[src/rtl/dshot150_frame_encoder.sv]
// DSHOT150 frame encoder: builds {throttle, telem, crc}, serialises it MSB first
// with per-bit high-time coding, enforces an inter-frame gap and optionally auto-repeats.
//
// state  | meaning
// -------+---------------------------------------------------------------
// IDLE   | line low, ready for a command; fires a repeat when the period elapses
// HIGH   | inside a bit period, line high (pulse portion)
// LOW    | inside a bit period, line low (remainder of the period)
// GAP    | line held low for GAP_CLKS after the last bit
module dshot150_frame_encoder #(
    parameter int BIT_CLKS    = 480,
    parameter int T1H_CLKS    = 360,
    parameter int T0H_CLKS    = 180,
    parameter int GAP_CLKS    = 960,
    parameter int REPEAT_CLKS = 72000
) (
    input  logic        i_sys_clk,
    input  logic        i_rst_n,
    input  logic        i_valid,
    output logic        o_ready,
    input  logic [10:0] i_throttle,
    input  logic        i_telem,
    output logic        o_dshot,
    output logic        o_busy,
    output logic [15:0] o_frame,
    output logic        o_frame_done
);

    localparam int MAX_A    = (REPEAT_CLKS > GAP_CLKS) ? REPEAT_CLKS : GAP_CLKS;
    localparam int MAX_CLKS = (MAX_A > BIT_CLKS) ? MAX_A : BIT_CLKS;
    localparam int CW       = $clog2(MAX_CLKS + 1);

    localparam logic [CW-1:0] ONE       = CW'(1);
    localparam logic [CW-1:0] BIT_LAST  = CW'(BIT_CLKS - 1);
    localparam logic [CW-1:0] GAP_LAST  = CW'(GAP_CLKS - 1);
    localparam logic [CW-1:0] REP_LAST  = CW'((REPEAT_CLKS > 0) ? REPEAT_CLKS - 1 : 0);
    localparam logic [CW-1:0] T1H       = CW'(T1H_CLKS);
    localparam logic [CW-1:0] T0H       = CW'(T0H_CLKS);
    localparam bit            REPEAT_EN = (REPEAT_CLKS > 0);

    // Every bit starts with a high phase, so a zero-length '0' pulse is not allowed.
    generate
        if (!(T0H_CLKS > 0 && T0H_CLKS < T1H_CLKS && T1H_CLKS < BIT_CLKS && GAP_CLKS > 0))
        begin : g_param_check
            $error("dshot150_frame_encoder: need 0 < T0H_CLKS < T1H_CLKS < BIT_CLKS and GAP_CLKS > 0");
        end
    endgenerate

    typedef enum logic [1:0] {
        S_IDLE = 2'd0,
        S_HIGH = 2'd1,
        S_LOW  = 2'd2,
        S_GAP  = 2'd3
    } state_t;

    state_t        state_q, state_d;
    logic [CW-1:0] cnt_q, cnt_d;
    logic [CW-1:0] per_cnt_q, per_cnt_d;
    logic [3:0]    bit_idx_q, bit_idx_d;
    logic [15:0]   shift_q, shift_d;
    logic [15:0]   frame_q, frame_d;
    logic          armed_q, armed_d;
    logic          dshot_q, dshot_d;
    logic          done_q, done_d;

    logic [11:0]   cmd_v;
    logic [3:0]    cmd_crc;
    logic [15:0]   cmd_frame;
    logic          accept;
    logic          repeat_due;
    logic [CW-1:0] cnt_inc;
    logic [CW-1:0] high_thr;

    assign cmd_v      = {i_throttle, i_telem};
    assign cmd_crc    = cmd_v[3:0] ^ cmd_v[7:4] ^ cmd_v[11:8];
    assign cmd_frame  = {cmd_v, cmd_crc};

    assign accept     = i_valid && (state_q == S_IDLE);
    assign repeat_due = REPEAT_EN && armed_q && (per_cnt_q >= REP_LAST);
    assign cnt_inc    = cnt_q + ONE;
    assign high_thr   = shift_q[15] ? T1H : T0H;

    always_comb begin
        state_d   = state_q;
        cnt_d     = cnt_q;
        per_cnt_d = per_cnt_q;
        bit_idx_d = bit_idx_q;
        shift_d   = shift_q;
        frame_d   = frame_q;
        armed_d   = armed_q;
        dshot_d   = 1'b0;
        done_d    = 1'b0;

        // Period counter free-runs and saturates; a frame start below clears it.
        if (per_cnt_q < REP_LAST) begin
            per_cnt_d = per_cnt_q + ONE;
        end

        unique case (state_q)
            S_IDLE: begin
                if (accept || repeat_due) begin
                    if (accept) begin
                        frame_d = cmd_frame;
                        shift_d = cmd_frame;
                        armed_d = REPEAT_EN;
                    end else begin
                        shift_d = frame_q;
                    end
                    state_d   = S_HIGH;
                    cnt_d     = '0;
                    bit_idx_d = 4'd15;
                    per_cnt_d = '0;
                    dshot_d   = 1'b1;
                end
            end

            S_HIGH, S_LOW: begin
                if (cnt_q == BIT_LAST) begin
                    cnt_d = '0;
                    if (bit_idx_q == 4'd0) begin
                        state_d = S_GAP;
                        done_d  = 1'b1;
                    end else begin
                        shift_d   = {shift_q[14:0], 1'b0};
                        bit_idx_d = bit_idx_q - 4'd1;
                        state_d   = S_HIGH;
                        dshot_d   = 1'b1;
                    end
                end else begin
                    cnt_d   = cnt_inc;
                    dshot_d = (cnt_inc < high_thr);
                    state_d = (cnt_inc < high_thr) ? S_HIGH : S_LOW;
                end
            end

            S_GAP: begin
                if (cnt_q == GAP_LAST) begin
                    cnt_d   = '0;
                    state_d = S_IDLE;
                end else begin
                    cnt_d = cnt_inc;
                end
            end

            default: begin
                state_d = S_IDLE;
                cnt_d   = '0;
            end
        endcase
    end

    always_ff @(posedge i_sys_clk or negedge i_rst_n) begin
        if (!i_rst_n) begin
            state_q   <= S_IDLE;
            cnt_q     <= '0;
            per_cnt_q <= '0;
            bit_idx_q <= '0;
            shift_q   <= '0;
            frame_q   <= '0;
            armed_q   <= 1'b0;
            dshot_q   <= 1'b0;
            done_q    <= 1'b0;
        end else begin
            state_q   <= state_d;
            cnt_q     <= cnt_d;
            per_cnt_q <= per_cnt_d;
            bit_idx_q <= bit_idx_d;
            shift_q   <= shift_d;
            frame_q   <= frame_d;
            armed_q   <= armed_d;
            dshot_q   <= dshot_d;
            done_q    <= done_d;
        end
    end

    assign o_ready      = (state_q == S_IDLE);
    assign o_busy       = (state_q != S_IDLE);
    assign o_dshot      = dshot_q;
    assign o_frame      = frame_q;
    assign o_frame_done = done_q;

endmodule

[config.mk]
export PLATFORM = sky130hd
export DESIGN_NAME = dshot150_frame_encoder
export DESIGN_NICKNAME = d
export VERILOG_FILES = /design/src/rtl/dshot150_frame_encoder.sv
export SDC_FILE = /design/constraint.sdc
export NUM_CORES = 1
export LEC_CHECK = 0
export CAP_MARGIN = 20
export CORE_ASPECT_RATIO = 0.8
export CORE_UTILIZATION = 55
export DETAILED_ROUTE_END_ITERATION = 16
export DONT_BUFFER_PORTS = 1
export PLACE_DENSITY = 0.76
export REMOVE_ABC_BUFFERS = 1
export SYNTH_ARGS = -nofsm -noshare
export SYNTH_HDL_FRONTEND = slang
export SYNTH_SLANG_ARGS = --single-unit
[constraint.sdc]
create_clock -name i_sys_clk -period 7.3 [get_ports i_sys_clk]
set_input_delay 1.095 -clock i_sys_clk [delete_from_list [all_inputs] [get_ports i_sys_clk]]
set_output_delay 1.095 -clock i_sys_clk [all_outputs]
set_load 0.03 [all_outputs]
After elaboration in Yosys (flattened, before gate mapping)
Cells that the tools add are included.
{"block": "classes", "n_mux": 30, "bitwise": 2, "n_eq_ne": 9, "addsub": 3, "reduce_logical": 12, "n_lt_le_gt_ge": 3}
{"operator": "two-way mux 17 bit", "count": 6}
{"operator": "two-way mux 16 bit", "count": 4}
{"operator": "case mux 17 bit (3 select lines)", "count": 1}
{"operator": "adder 17 x 1 -> 17 bit, second input constant", "count": 2}
{"operator": "case mux 16 bit (2 select lines)", "count": 1}
{"operator": "equality test 17 x 10 -> 1 bit, second input constant", "count": 1}
{"operator": "equality test 17 x 9 -> 1 bit, second input constant", "count": 1}
{"operator": "greater-or-equal comparator 17 bit, second input constant", "count": 1}
{"operator": "< comparator 17 bit, second input constant", "count": 1}
{"operator": "< comparator 17 x 9 -> 1 bit", "count": 1}
{"operator": "two-way mux 4 bit", "count": 3}
{"operator": "two-way mux 2 bit", "count": 5}
{"operator": "two-way mux 9 bit", "count": 1}
{"operator": "case mux 4 bit (2 select lines)", "count": 1}
{"operator": "XOR 4 bit", "count": 2}
{"operator": "two-way mux 1 bit", "count": 6}
{"operator": "!= test 2 bit, second input constant", "count": 3}
{"operator": "case mux 2 bit (3 select lines)", "count": 1}
{"operator": "equality test 2 bit, second input constant", "count": 2}
{"operator": "logical NOT 4 bit", "count": 1}
{"operator": "AND reduction 2 bit", "count": 2}
{"operator": "AND reduction 4 bit", "count": 1}
{"operator": "nonzero test 2 bit", "count": 2}
{"operator": "subtractor 4 x 1 -> 4 bit, second input constant", "count": 1}
{"operator": "other kinds (8)", "count": 9}
{"block": "totals", "in_bits": 15, "regBits": 75, "output_inout_bits": 20, "wordCells": 68}

Logic depth before layout (Yosys ltp)
Gate-level depths: netlist (run 1).
{"block": "logic_depth", "ltp_word": 5, "depth_mapped": 11, "ltp_nobuf": 10}

Least setup slack after synthesis (run 1)
No wires, ideal clock.
{"block": "synth_path", "path_kind": "reg2reg", "from": "register cnt_q[0]", "to": "register dshot_q, in the netlist o_dshot", "t_arrival_ns": 2.622, "period_less_slack_ns": 2.699, "n_path_buf": 1, "path_slack_ns": 4.601, "setup_time_ns": 0.077, "stages_incl_launch_ff": 12, "required_time_ns": 7.223, "cell_sequence": "dfrtp_1 -> ha_1 -> and4_4 -> buf_6 -> nand2_1 -> xnor2_1 -> ha_1 -> and3_1 -> o221a_2 -> a211o_1 -> or4_1 -> a21oi_1"}
{"block": "synth_via", "elab_chain_len": 4, "elab_cells_between_ends": 5, "classes_between": "1 x add/sub; 1 x order compare; 1 x eq/ne; 2 x mux"}
{"item": "from (decl)", "line": "57", "rtl": "logic [CW-1:0] cnt_q, cnt_d;"}
{"item": "from (signal assigned)", "line": "165", "rtl": "cnt_q <= cnt_d;"}
{"item": "adder 17 x 1 -> 17 bit", "line": "80", "rtl": "assign cnt_inc = cnt_q + ONE;"}
{"item": "< comparator 17 x 9 -> 1 bit", "line": "131", "rtl": "dshot_d = (cnt_inc < high_thr);"}
{"item": "two-way mux 1 bit (*)", "line": "118", "rtl": "if (cnt_q == BIT_LAST) begin"}
{"item": "case mux 1 bit (2 select lines) (*)", "line": "99", "rtl": "unique case (state_q)"}
{"item": "via dshot_d", "line": "63", "rtl": "logic dshot_q, dshot_d;"}
{"item": "to (signal assigned)", "line": "171", "rtl": "dshot_q <= dshot_d;"}
{"item": "to (decl)", "line": "63"}
Mark *: on every way through the listed nets, which the timed path passes. The rest lies on a longest branch.
A chain may end at the register's enable or synchronous reset.

Worst setup path after layout (run 1)
Same ends and word-level chain as after synthesis.

==> run summary, run 1 <==
The run finished with clean final reports. The sequential cell area fraction in the yosys report is 0.4539, and the buffer depth of the longest clock path is 2. The most used cell along the critical path was sky130_fd_sc_hd__ha_1. The average wire length per cell after detail routing is 16.40 µm.

The worst setup path is of the reg -> reg kind. The die covers 7872 µm². Among all stages on the critical path, the largest delay is contributed by sky130_fd_sc_hd__or4_1.

The final number of hold-violating endpoints is 0. For this run, the post-layout net count is 447. For the routed wire length on met2, the log shows 3676 µm. After layout, the design draws a total of 0.7429 mW. The clock net in this run drives a total of 75 sinks. The register bit total from synthesis was 75; the number of hold-repair buffers added at the cts stage was 0.

For the final database, setup skew stands at 6.547 ps. For the worst setup path, the data required time is 7570 ps. Once detail routing completed, the nets flagged for antenna violations numbered 0.

The count of TritonRoute iterations in the first routing pass was 5. The clock latency reported for the late side of the worst-skew pair came out at 350 ps. The most common library cell in the layout ignoring fill and taps is sky130_fd_sc_hd__dfrtp_1. The wire-length estimate of the detail-placed layout is 5864 µm. Kind of start point of the critical path: a flop. Max-cap violations in this run came to 0. After routing, the total negative slack on setup checks comes to 0 ps. The final critical-path share of the clock period is 0.4043. Via count of the first global-routing pass: 2973. The vias per cell was 6.064; the largest fanout on the critical path was 9. The buffer and inverter count on the worst path was 0. Derived from the worst setup path, the maximum achievable clock frequency is 338.9 MHz.

In this run, the number of DRC markers left after iteration 0 of detailed routing was 252. The library cells used most frequently in the layout, excluding fill and tap cells, are sky130_fd_sc_hd__dfrtp_1, sky130_fd_sc_hd__nand2_1, sky130_fd_sc_hd__nor2_1, sky130_fd_sc_hd__o21ai_0, sky130_fd_sc_hd__xnor2_1. The effective utilization at floorplan came out at 0.5857.

Grouping stages by cell kind, the critical path spends the most delay in simple AND/OR/NAND/NOR gates. The worst slew slack as a fraction of its limit was 0.3849; the quantity of I/O buffers inserted on ports was 0. The routed length on met1 came out at 4083 µm. Summing all placed instances gives a cell area of 4172 µm². The tightest min-delay check is of the in -> async type. The transition time at the pin with the least slew margin is 921.7 ps, and the number of endpoints failing setup at the final stage is 0.

The floorplan has 27 rows. For this run, the number of Yosys warnings is 0. The first-pass GRT wire length is 14430 µm, and the critical path data arrival time is 3220 ps. The top routing layer in use was met4.

The prevailing post-synth register cell is sky130_fd_sc_hd__dfrtp_1. The logs give 0 for the number of inserted diodes and 563 µm for the wire length on met3. The worst setup path is captured at a flop.

The congestion estimate from routability-driven global placement came to 0.9447. After detailed routing, the total wire length is 8396 µm. The synthesized cell area is 4135 µm². The post-synthesis average cell area was 9.707 µm². The ratio of cells with drive above 1 in the final layout was 0.1035. The width of the chip works out to 98.95 µm.

The power per unit of standard cell area is 170.0 nW/µm². The final critical path time including I/O delays and setup is 2951 ps. The root buffer cell chosen for the clock tree is sky130_fd_sc_hd__clkbuf_8.

After the flow finishes, the layout carries non-filler instances totaling 512. Total of fill cells in the finished design: 598. The total instance count after detailed placement was 496; the largest net degree at the start of global routing was 76.

The synthesized netlist contains 50 unique library cells. In this run, synthesis inferred 0 flip-flops with an integrated enable. The fraction of registers with async set or reset after synthesis was 1.000; the chip height was 79.56 µm. For this design the static power due to leakage is 1.806 nW. Setup repair after global routing left no endpoint under its margin. For the detailed-route DRC error count, the log shows 0. The number of instances in the synthesized netlist is 426, and the clock slew at the register clock pins of the worst setup and hold paths is 80 ps. TritonCTS built the clock tree.

IR analysis of the VDD net gives a maximum drop of 0.1202 mV. The total global routing track utilization came out at 0.2345. The overall via count from detail_route was 3105. The signal on the critical path passes through ha_1 -> and4_4 -> nand2_1 -> xnor2_1 -> ha_1 -> and3_1 -> o221a_2 -> a211o_1 -> or4_1 -> a21oi_1. After clock tree synthesis, the repair step resized 0 gates. Summing all non-filler instances in the final layout gives an area of 4370 µm². The tools report the total overflow reported by the global router as 0. The number of buffers added by the clock tree synthesis step is 9, and the critical path's largest stage delay is 530 ps. The H-tree generated during clock tree synthesis spans 3 levels.

From synthesis to final layout, the design area changed by 5.688%. The max-slew violation count is 0. The total area inside the core boundary comes to 7061 µm².

Buffers added to address setup during post-CTS repair amount to 0. The run gives 0 as the initial antenna violation count. The tools report the I/O pin count as 35.
sequential cells by signal, indices dropped and copies added, names as in the netlist:
signal        cells
cnt_q            17
per_cnt_q        17
o_frame          16
shift_q          16
bit_idx_q         4
state_q           2
armed_q           1
o_dshot           1
o_frame_done      1
cell type report:
type | count | area, µm² | share of cell area
well taps | 87 | 108.9 | 0.02491
multi-input cells | 318 | 2111 | 0.4830
inverters | 12 | 45.04 | 0.01031
repair buffers | 4 | 30.03 | 0.006871
clock inverters | 7 | 75.07 | 0.01718
flip-flops and latches | 75 | 1877 | 0.4294
clock buffers | 9 | 123.9 | 0.02834
power breakdown:
group	internal (mW)	switching, mW
logic	0.00377	0.00308
registers	0.415	0
clock network	0.160	0.161
total	0.579	0.164
logic make-up after synthesis:
| kind of cell | synth area share |
|---|---|
| XOR/XNOR | 0.06566 |
| flip-flops | 0.4539 |
| multiplexers | 0.09228 |
| adder cells (fa/ha/maj) | 0.03631 |
| AO/OA/AOI/OAI | 0.1271 |
| buffers and inverters | 0.03570 |
| AND/OR/NAND/NOR | 0.1891 |
worst register-to-register path, stage by stage (launching register included):
cell and delay, ps:
sky130_fd_sc_hd__dfrtp_1 450, sky130_fd_sc_hd__ha_1 270, sky130_fd_sc_hd__and4_4 320, sky130_fd_sc_hd__nand2_1 150
sky130_fd_sc_hd__xnor2_1 160, sky130_fd_sc_hd__ha_1 300, sky130_fd_sc_hd__and3_1 150, sky130_fd_sc_hd__o221a_2 120
sky130_fd_sc_hd__a211o_1 270, sky130_fd_sc_hd__or4_1 530, sky130_fd_sc_hd__a21oi_1 150
per-layer routing:
layer | vias up | track usage
met5 | - | 0
met4 | 0 | 0.06866
met3 | 5 | 0.05604
met2 | 100 | 0.3399
met1 | 1492 | 0.3481
li1 | 1508 | -
stage by stage:
step	setup WS [ps]	hold slack [ps]	util
floorplan	3972	443.9	-
global placement	4422	461.3	0.5908
detailed placement	4412	470.4	0.5908
CTS	4377	423.0	0.6190
global route	4166	414.0	0.6190
finish	4349	437.8	0.6190
Yosys cell counts, drive strengths merged, types with 2 or more instances:
cell	count	area share
nand3	15	0.018
clkbuf	10	0.0091
nand2	39	0.035
xnor2	20	0.042
nand4	11	0.017
xor2	11	0.023
nor3	13	0.016
a21oi	14	0.017
nand2b	9	0.014
buf	11	0.016
o31a	2	0.0042
a21o	3	0.0054
mux2	17	0.046
nor4	4	0.0061
nor2b	2	0.0030
o211ai	3	0.0054
nor2	35	0.032
dfrtp	75	0.45
ha	12	0.036
o21ai	41	0.050
mux2i	19	0.046
o31ai	8	0.015
a41oi	3	0.0064
and3	7	0.011
or2	3	0.0045
nor4bb	2	0.0048
a31oi	2	0.0030
inv	12	0.011
a21boi	2	0.0036
or3	3	0.0045
and4	5	0.012
a2111oi	2	0.0073
worst paths after layout:
| check | startpoint | end | slack, ps | cells after the start |
|---|---|---|---|---|
| min | i_rst_n | cnt_q[10]$_DFFE_PN0P_ | 440 | 0 |
| min reg2reg | shift_q[0]$_DFFE_PN0P_ | shift_q[0]$_DFFE_PN0P_ | 480 | 2 |
| min in group i_sys_clk | shift_q[0]$_DFFE_PN0P_ | shift_q[0]$_DFFE_PN0P_ | 480 | 2 |
| max reg2reg | cnt_q[0]$_DFFE_PN0P_ | o_dshot$_DFF_PN0_ | 4350 | 10 |
| max in group asynchronous | i_rst_n | cnt_q[6]$_DFFE_PN0P_ | 6730 | 0 |
| max | cnt_q[0]$_DFFE_PN0P_ | o_dshot$_DFF_PN0_ | 4350 | 10 |
Note: power is estimated with default switching activity, not from simulation.
==> run 2: changes to the inputs <==
--- a/config.mk
+++ b/config.mk
@@ -10,7 +10,7 @@
 export CORE_UTILIZATION = 55
 export DETAILED_ROUTE_END_ITERATION = 16
 export DONT_BUFFER_PORTS = 1
-export PLACE_DENSITY = 0.76
+export PLACE_DENSITY = 0.79
 export REMOVE_ABC_BUFFERS = 1
 export SYNTH_ARGS = -nofsm -noshare
 export SYNTH_HDL_FRONTEND = slang
==> constraint.sdc (replaced) <==
create_clock -name i_sys_clk -period 2.63 [get_ports i_sys_clk]
set_input_delay 0.3945 -clock i_sys_clk [delete_from_list [all_inputs] [get_ports i_sys_clk]]
set_output_delay 0.3945 -clock i_sys_clk [all_outputs]
set_load 0.03 [all_outputs]
==> run 2 against run 1 <==
Die area is the same. Sequential cell count is the same. Non-clock buffer count grew 33. Routed wire length grew 12%. Worst hold slack lost 230 ps. Clock-buffer cell count grew 1. Cell area grew 7.9%. First-iteration DRC count shrank 7.1%. Global-route usage grew 2.4 points.
==> run summary, run 2 (synthesis gave the netlist of run 1 again) <==
The run finished with clean final reports. The run gives 0.430 (was 0.432) as the clock power share. The final critical path time including I/O delays and setup is 2580 ps (was 2951 ps). The number of inserted diodes was 0 (unchanged). Sequential power share: 0.548 (was 0.559). The logs give 0.3268 mV (was 0.1202 mV) for the maximum resistive drop on vdd and 0 (unchanged) for the final number of hold-violating endpoints.

Setup repair after global routing could not meet its margin everywhere. The residual antenna-violating net count after detailed routing was 0 (unchanged). For the final standard cell count with taps included and fillers excluded, the log shows 545 (was 512).

The critical path data arrival time is 2860 ps (was 3220 ps), and the net count reported at finish is 480 (was 447). The worst min-delay path category was in -> reg (was in -> async). The run gives 517 (was 496) as the total instance count after detailed placement. The tools report the net switching component of the power as 0.4698 mW (was 0.1639 mW).

The worst slew slack as a fraction of its limit was 0.5678 (was 0.3849); the final-layout setup total negative slack was 0 ps (unchanged). The worst clock skew was 9.742 ps (was 6.547 ps). The I/O pin count is 35 (unchanged). The nature of the critical path endpoint was a flop (unchanged). Largest registers: cnt_q: 17 flops, per_cnt_q: 17 flops (unchanged). The worst hold path stage count was 1; the number of clock sinks seen by CTS was 75 (unchanged). The run gives 0 (unchanged) as the max-slew violation count. The critical path required time came out at 2910 ps (was 7570 ps).

The total overflow reported by the global router is 0 (unchanged). The largest net degree at the start of global routing is 76 (unchanged), and the first-pass GRT wire length is 15610 µm (was 14430 µm). The run gives 234 (was 252) as the violation count after the first detailed-route iteration. The average wire length per cell after detail routing was 17.20 µm (was 16.40 µm). The quantity of I/O buffers inserted on ports came out at 0 (unchanged). The power per unit of standard cell area is 445.7 nW/µm² (was 170.0 nW/µm²). The number of buffers added by the clock tree synthesis step is 9 (unchanged). TritonCTS built the clock tree. Leakage power: 2.021 nW (was 1.806 nW). For the slack of the critical path, the log shows 49.78 ps (was 4349 ps). For the floorplan die area, the log shows 7872 µm² (unchanged).

Root buffer cell: sky130_fd_sc_hd__clkbuf_8 (unchanged). The vias per cell came out at 6.105 (was 6.064). The most common library cell in the layout ignoring fill and taps is sky130_fd_sc_hd__dfrtp_1 (unchanged). The standard-cell row count is 27 (unchanged). The largest fanout on the critical path came out at 4 (was 9). The total global routing track utilization was 0.2582 (was 0.2345); the post-DP HPWL was 6122 µm (was 5864 µm). For the effective utilization at floorplan, the log shows 0.5857 (unchanged). The type of the worst setup path is reg -> reg (unchanged).

The overall via count from detail_route came out at 3327 (was 3105). The logs give 387.6 MHz (was 338.9 MHz) for the maximum operating frequency and 9372 µm (was 8396 µm) for the routed wire length. The transition time at the pin with the least slew margin was 647.0 ps (was 921.7 ps). Buffer depth of the longest clock path: 2 (unchanged).

The detailed-route DRC error count is 0 (unchanged). The ratio of cells with drive above 1 in the final layout was 0.1943 (was 0.1035); the number of maximum-capacitance violations was 0 (unchanged). The area growth from synthesis to final layout works out to 14.01% (was 5.688%). Last weighted congestion value of the routability-driven placer: 0.9629 (was 0.9447). The depth of the worst register-to-register path was 10 (unchanged); the number of endpoints failing setup at the final stage was 0 (unchanged).

The cell-internal power came out at 1.631 mW (was 0.5790 mW). The tools report the area of the core as 7061 µm² (unchanged). The run gives 3139 (was 2973) as the via count of the first global-routing pass. The H-tree depth is 3 (unchanged). The logs give 5 (unchanged) for the count of TritonRoute iterations in the first routing pass and 528 (was 598) for the total of fill cells in the finished design. The run gives 0 (unchanged) as the initial antenna violation count. The width of the chip was 98.95 µm (unchanged); the chip height was 79.56 µm (unchanged). Clock latency reported for the late side of the worst-skew pair: 360 ps (was 350 ps). The kind of start point of the critical path is a flop (unchanged). The clock slew at the register clock pins of the worst setup and hold paths was 80 ps (about the same). The combinational fraction of design power is 0.022 (was 0.009), and the worst slack at placement is -64.67 ps (was 4412 ps). The final critical-path share of the clock period came out at 0.9811 (was 0.4043).

The share of total power consumed by net switching works out to 0.2236 (was 0.2206). Commonest cells after routing, fill and taps aside: sky130_fd_sc_hd__dfrtp_1, sky130_fd_sc_hd__nand2_1, sky130_fd_sc_hd__nor2_1, sky130_fd_sc_hd__buf_4, sky130_fd_sc_hd__o21ai_0 (was sky130_fd_sc_hd__dfrtp_1, sky130_fd_sc_hd__nand2_1, sky130_fd_sc_hd__nor2_1, sky130_fd_sc_hd__o21ai_0, sky130_fd_sc_hd__xnor2_1).
[run 2: area by class of cell]
type,count,area [µm²],area share
sequential,75,1882,0.3991
tap,87,108.9,0.02309
multi-input combinational,318,2172,0.4607
clock buffer,10,137.6,0.02919
timing repair buffer,37,304.0,0.06449
clock inverter,6,65.06,0.01380
inverter,12,45.04,0.009554
[run 2: worst paths after layout]
| kind | start | end | slack (ps) |
|---|---|---|---|
| worst min-delay path | i_throttle[0] | o_frame[5]$_DFFE_PN0P_ | 200 |
| max in group asynchronous | i_rst_n | cnt_q[0]$_DFFE_PN0P_ | 1660 |
| worst max register to register | cnt_q[0]$_DFFE_PN0P_ | o_dshot$_DFF_PN0_ | 50 |
| worst min register to register | shift_q[5]$_DFFE_PN0P_ | shift_q[5]$_DFFE_PN0P_ | 500 |
| worst max-delay path | cnt_q[0]$_DFFE_PN0P_ | o_dshot$_DFF_PN0_ | 50 |
| min in group asynchronous | i_rst_n | shift_q[11]$_DFFE_PN0P_ | 650 |
[run 2: through the flow]
| stage | hold slack (ps) | instance area, µm² | util | power [mW] |
|---|---|---|---|---|
| floorplan | 98.91 | 4033 | - | 1.190 |
| global route | 179.8 | 4715 | 0.6677 | 2.178 |
| CTS | 189.2 | 4628 | 0.6555 | 2.125 |
| finish | 203.1 | 4715 | 0.6677 | 2.101 |
| global placement | 101.8 | 4329 | 0.6131 | 1.193 |
| detailed placement | 102.0 | 4329 | 0.6131 | 1.193 |
[run 2: routing by layer]
layer / vias to the layer above / part of all wire / global-route usage
li1: 1572 / - / -
met1: 1623 / 0.46 / 0.3592
met2: 123 / 0.46 / 0.3965
met3: 9 / 0.066 / 0.07093
met4: 0 / 0.0087 / 0.07463
met5: - / 0 / 0
[run 2: worst max-delay path: stages, from the launching register on]
cell                      delay (ps)
sky130_fd_sc_hd__dfrtp_2         420
sky130_fd_sc_hd__ha_4            160
sky130_fd_sc_hd__and4_4          250
sky130_fd_sc_hd__nand2_2          90
sky130_fd_sc_hd__xnor2_2         130
sky130_fd_sc_hd__ha_1            260
sky130_fd_sc_hd__and3_1          160
sky130_fd_sc_hd__o221a_2         120
sky130_fd_sc_hd__a211o_1         240
sky130_fd_sc_hd__or4_1           530
sky130_fd_sc_hd__a21oi_1         160
[run 2: repair_timing]
action	in CTS	in global routing
hold buffers	2	0
hold endpoints to repair	75	0
resized for setup	8	9
setup endpoints to repair	1	2
setup buffers	3	7
pin swaps	4	7
gates cloned	0	0
[run 2: power groups by stage]
stage | Clock (mW) | Combinational (mW) | Sequential [mW]
2_1_floorplan | 0 | 0.0144 | 1.18
3_3_place_gp | 0 | 0.0176 | 1.18
3_5_place_dp | 0 | 0.0177 | 1.18
4_1_cts | 0.926 | 0.0477 | 1.15
5_1_grt | 0.974 | 0.0520 | 1.15
6_report | 0.903 | 0.0460 | 1.15
==> run 3: changes to the inputs <==
--- a/config.mk
+++ b/config.mk
@@ -8,6 +8,7 @@
 export CAP_MARGIN = 20
 export CORE_ASPECT_RATIO = 0.8
 export CORE_UTILIZATION = 55
+export CTS_BUF_LIST = sky130_fd_sc_hd__clkbuf_16
 export DETAILED_ROUTE_END_ITERATION = 16
 export DONT_BUFFER_PORTS = 1
 export PLACE_DENSITY = 0.79
==> run 3 against run 2 <==
Sequential cell count stayed put. Clock-buffer cell count shrank 1. Critical path depth stayed put. Final cell count decreased by 0.55%. Die area did not move. Clock skew decreased by 4.8 ps. Sequential share of layout area decreased by 0.83 points. First-iteration DRC count decreased by 9.4%.
==> run summary, run 3 (synthesis gave the netlist of run 1 again) <==
The maximum operating frequency was 381.0 MHz (was 387.6 MHz); the standard-cell row count was 27 (unchanged). The startpoint of the lowest-slack register-to-register path is cnt_q[0]$_DFFE_PN0P_ (unchanged). The buffer and inverter count on the worst path is 0 (unchanged).

Cell with the largest stage delay on the worst path: sky130_fd_sc_hd__or4_1 (unchanged). The routed wire length is 9722 µm (was 9372 µm). Critical path data arrival time: 2890 ps (was 2860 ps). Most common library cell in the layout ignoring fill and taps: sky130_fd_sc_hd__dfrtp_1 (unchanged).

The I/O pin count is 35 (unchanged). The tools report the endpoint of the worst register-to-register path as o_dshot$_DFF_PN0_ (unchanged). The depth of the worst register-to-register path was 10 (unchanged).

The final standard cell count with taps included and fillers excluded came out at 542 (was 545). Worst hold path stage count: 1 (unchanged). The count of TritonRoute iterations in the first routing pass is 5 (unchanged). The number of maximum-capacitance violations is 0 (unchanged). TritonCTS built the clock tree. The worst slew slack as a fraction of its limit is 0.5617 (was 0.5678), and the worst hold slack is 226.0 ps (was 203.1 ps). The slack of the critical path is 5.294 ps (was 49.78 ps), and the number of buffers added by the clock tree synthesis step is 9 (unchanged).

The violation count after the first detailed-route iteration is 212 (was 234), and the number of endpoints failing setup at the final stage is 0 (unchanged). The total instance count after detailed placement was 517 (unchanged). The residual antenna-violating net count after detailed routing was 0 (unchanged).

The type of the worst setup path is reg -> reg (unchanged). Commonest cells after routing, fill and taps aside: sky130_fd_sc_hd__dfrtp_1, sky130_fd_sc_hd__nand2_1, sky130_fd_sc_hd__nor2_1, sky130_fd_sc_hd__buf_4, sky130_fd_sc_hd__o21ai_0 (unchanged). The post-DP HPWL was 6122 µm (unchanged); the final-layout setup total negative slack was 0 ps (unchanged).

The beginning of the worst hold path is i_throttle[4] (was i_throttle[0]). Largest registers: cnt_q: 17 flops, per_cnt_q: 17 flops (unchanged). The net count reported at finish came out at 477 (was 480). The vias per cell was 6.085 (was 6.105). Total overflow reported by the global router: 0 (unchanged). The logs give 3181 (was 3139) for the via count of the first global-routing pass and 7872 µm² (unchanged) for the floorplan die area. The power per unit of standard cell area was 502.5 nW/µm² (was 445.7 nW/µm²); the number of clock sinks seen by CTS was 75 (unchanged). For the detailed-route DRC error count, the log shows 0 (unchanged).

The buffer depth of the longest clock path is 2 (unchanged). The run gives 0 (unchanged) as the max-slew violation count. The area of the core was 7061 µm² (unchanged); the number of inserted diodes was 0 (unchanged).

The clock slew at the register clock pins of the worst setup and hold paths is 60 ps (was 80 ps), and the worst slack at placement is -64.67 ps (unchanged). The flow ran to the end, and the final reports show no timing, DRC or antenna violations. The quantity of I/O buffers inserted on ports is 0 (unchanged). The average wire length per cell after detail routing is 17.94 µm (was 17.20 µm). The final critical path time including I/O delays and setup works out to 2625 ps (was 2580 ps).

The family with the most delay on the worst path was simple AND/OR/NAND/NOR gates (unchanged). The largest net degree at the start of global routing was 76 (unchanged). Critical Path, Cell by Cell: ha_4 -> and4_4 -> nand2_4 -> xnor2_4 -> ha_1 -> and3_1 -> o221a_2 -> a211o_1 -> or4_1 -> a21oi_1 (was ha_4 -> and4_4 -> nand2_2 -> xnor2_2 -> ha_1 -> and3_1 -> o221a_2 -> a211o_1 -> or4_1 -> a21oi_1). Worst clock skew: 4.910 ps (was 9.742 ps). The kind of start point of the critical path was a flop (unchanged). The initial antenna violation count came out at 0 (unchanged). The last weighted congestion value of the routability-driven placer was 0.9629 (unchanged).

The worst hold path endpoint was o_frame[9]$_DFFE_PN0P_ (was o_frame[5]$_DFFE_PN0P_). The final critical-path share of the clock period works out to 0.9980 (was 0.9811). The area growth from synthesis to final layout came out at 16.28% (was 14.01%). The total of fill cells in the finished design came out at 518 (was 528).

The critical path's largest stage delay is 510 ps (was 530 ps), and the chip height is 79.56 µm (unchanged). The first-pass GRT wire length was 15970 µm (was 15610 µm). The transition time at the pin with the least slew margin was 656.1 ps (was 647.0 ps); the largest fanout on the critical path was 4 (unchanged). The run gives 3 (unchanged) as the H-tree depth. The clock latency reported for the late side of the worst-skew pair is 330 ps (was 360 ps), and the width of the chip is 98.95 µm (unchanged).

The overall via count from detail_route was 3298 (was 3327); the maximum resistive drop on vdd was 0.3672 mV (was 0.3268 mV). The ratio of cells with drive above 1 in the final layout works out to 0.1890 (was 0.1943). Leakage power: 2.057 nW (was 2.021 nW). The run gives 0.2659 (was 0.2582) as the total global routing track utilization. The run gives 2890 ps (was 2910 ps) as the critical path required time. The tools report the root buffer cell as sky130_fd_sc_hd__clkbuf_16 (was sky130_fd_sc_hd__clkbuf_8). Nature of the critical path endpoint: a flop (unchanged).

Worst min-delay path category: in -> reg (unchanged). Setup repair after global routing could not meet its margin everywhere. The run gives 5 ps (was 50 ps) as the register-to-register path setup slack. The effective utilization at floorplan came out at 0.5857 (unchanged). The final number of hold-violating endpoints came out at 0 (unchanged).
==> run 3: cell count changes in the layout (fill, tap and decap cells not counted), sizes merged <==
cell    delta
clkinv     +1
clkbuf     -1
buf        -3
==> run 3: what timing repair did <==
action                                  CTS  global route
hold endpoints to repair                 75             0
gates resized for setup                   7            12
pin swaps                                 4             8
hold buffers                              2             0
setup buffers                             4             3
endpoints found under the setup margin    1             2
==> run 3: worst register-to-register path, stage by stage, from the launching register on <==
cell                      delay, ps
sky130_fd_sc_hd__dfrtp_1        440
sky130_fd_sc_hd__ha_4           190
sky130_fd_sc_hd__and4_4         260
sky130_fd_sc_hd__nand2_4         80
sky130_fd_sc_hd__xnor2_4        130
sky130_fd_sc_hd__ha_1           310
sky130_fd_sc_hd__and3_1         150
sky130_fd_sc_hd__o221a_2        120
sky130_fd_sc_hd__a211o_1        240
sky130_fd_sc_hd__or4_1          510
sky130_fd_sc_hd__a21oi_1        130
==> run 3: how the worst max path moves through the flow <==
stage	start	end	cells past startpoint
2_1_floorplan	state_q[0]$_DFFE_PN0P_	bit_idx_q[3]$_DFFE_PN0P_	7
3_3_place_gp	cnt_q[0]$_DFFE_PN0P_	o_dshot$_DFF_PN0_	10
3_5_place_dp	cnt_q[1]$_DFFE_PN0P_	o_dshot$_DFF_PN0_	10
4_1_cts	cnt_q[1]$_DFFE_PN0P_	o_dshot$_DFF_PN0_	10
5_1_grt	cnt_q[0]$_DFFE_PN0P_	o_dshot$_DFF_PN0_	10
6_report	cnt_q[0]$_DFFE_PN0P_	o_dshot$_DFF_PN0_	10
==> run 3: area by class of cell <==
cell class              count  area, µm²  area share
inverters                  12      45.04    0.009368
repair buffers             34      281.5     0.05855
flip-flops and latches     75       1879      0.3908
clock buffers               9      225.2     0.04684
multi-input cells         318       2200      0.4575
well taps                  87      108.9     0.02264
clock inverters             7      68.82     0.01431
==> run 3: stage by stage <==
step | cell area [µm²] | total power, mW | utilization
2_1_floorplan | 4033 | 1.190 | -
5_1_grt | 4808 | 2.485 | 0.6810
3_3_place_gp | 4329 | 1.193 | 0.6131
4_1_cts | 4717 | 2.431 | 0.6681
6_report | 4808 | 2.416 | 0.6810
3_5_place_dp | 4329 | 1.193 | 0.6131
==> run 3: where the power goes <==
part / total, mW / internal, mW / switching, mW
clock: 1.22 / 0.731 / 0.485
sequential: 1.15 / 1.15 / 0
combinational: 0.0469 / 0.0157 / 0.0311
total: 2.42 / 1.90 / 0.516
==> run 3: layer usage <==
metal,vias up,GRT usage,wire length [µm]
met1,1600,0.3704,4460
met4,0,0.09701,179
met3,19,0.06305,644
li1,1565,-,-
met5,-,0,0
met2,114,0.4063,4437
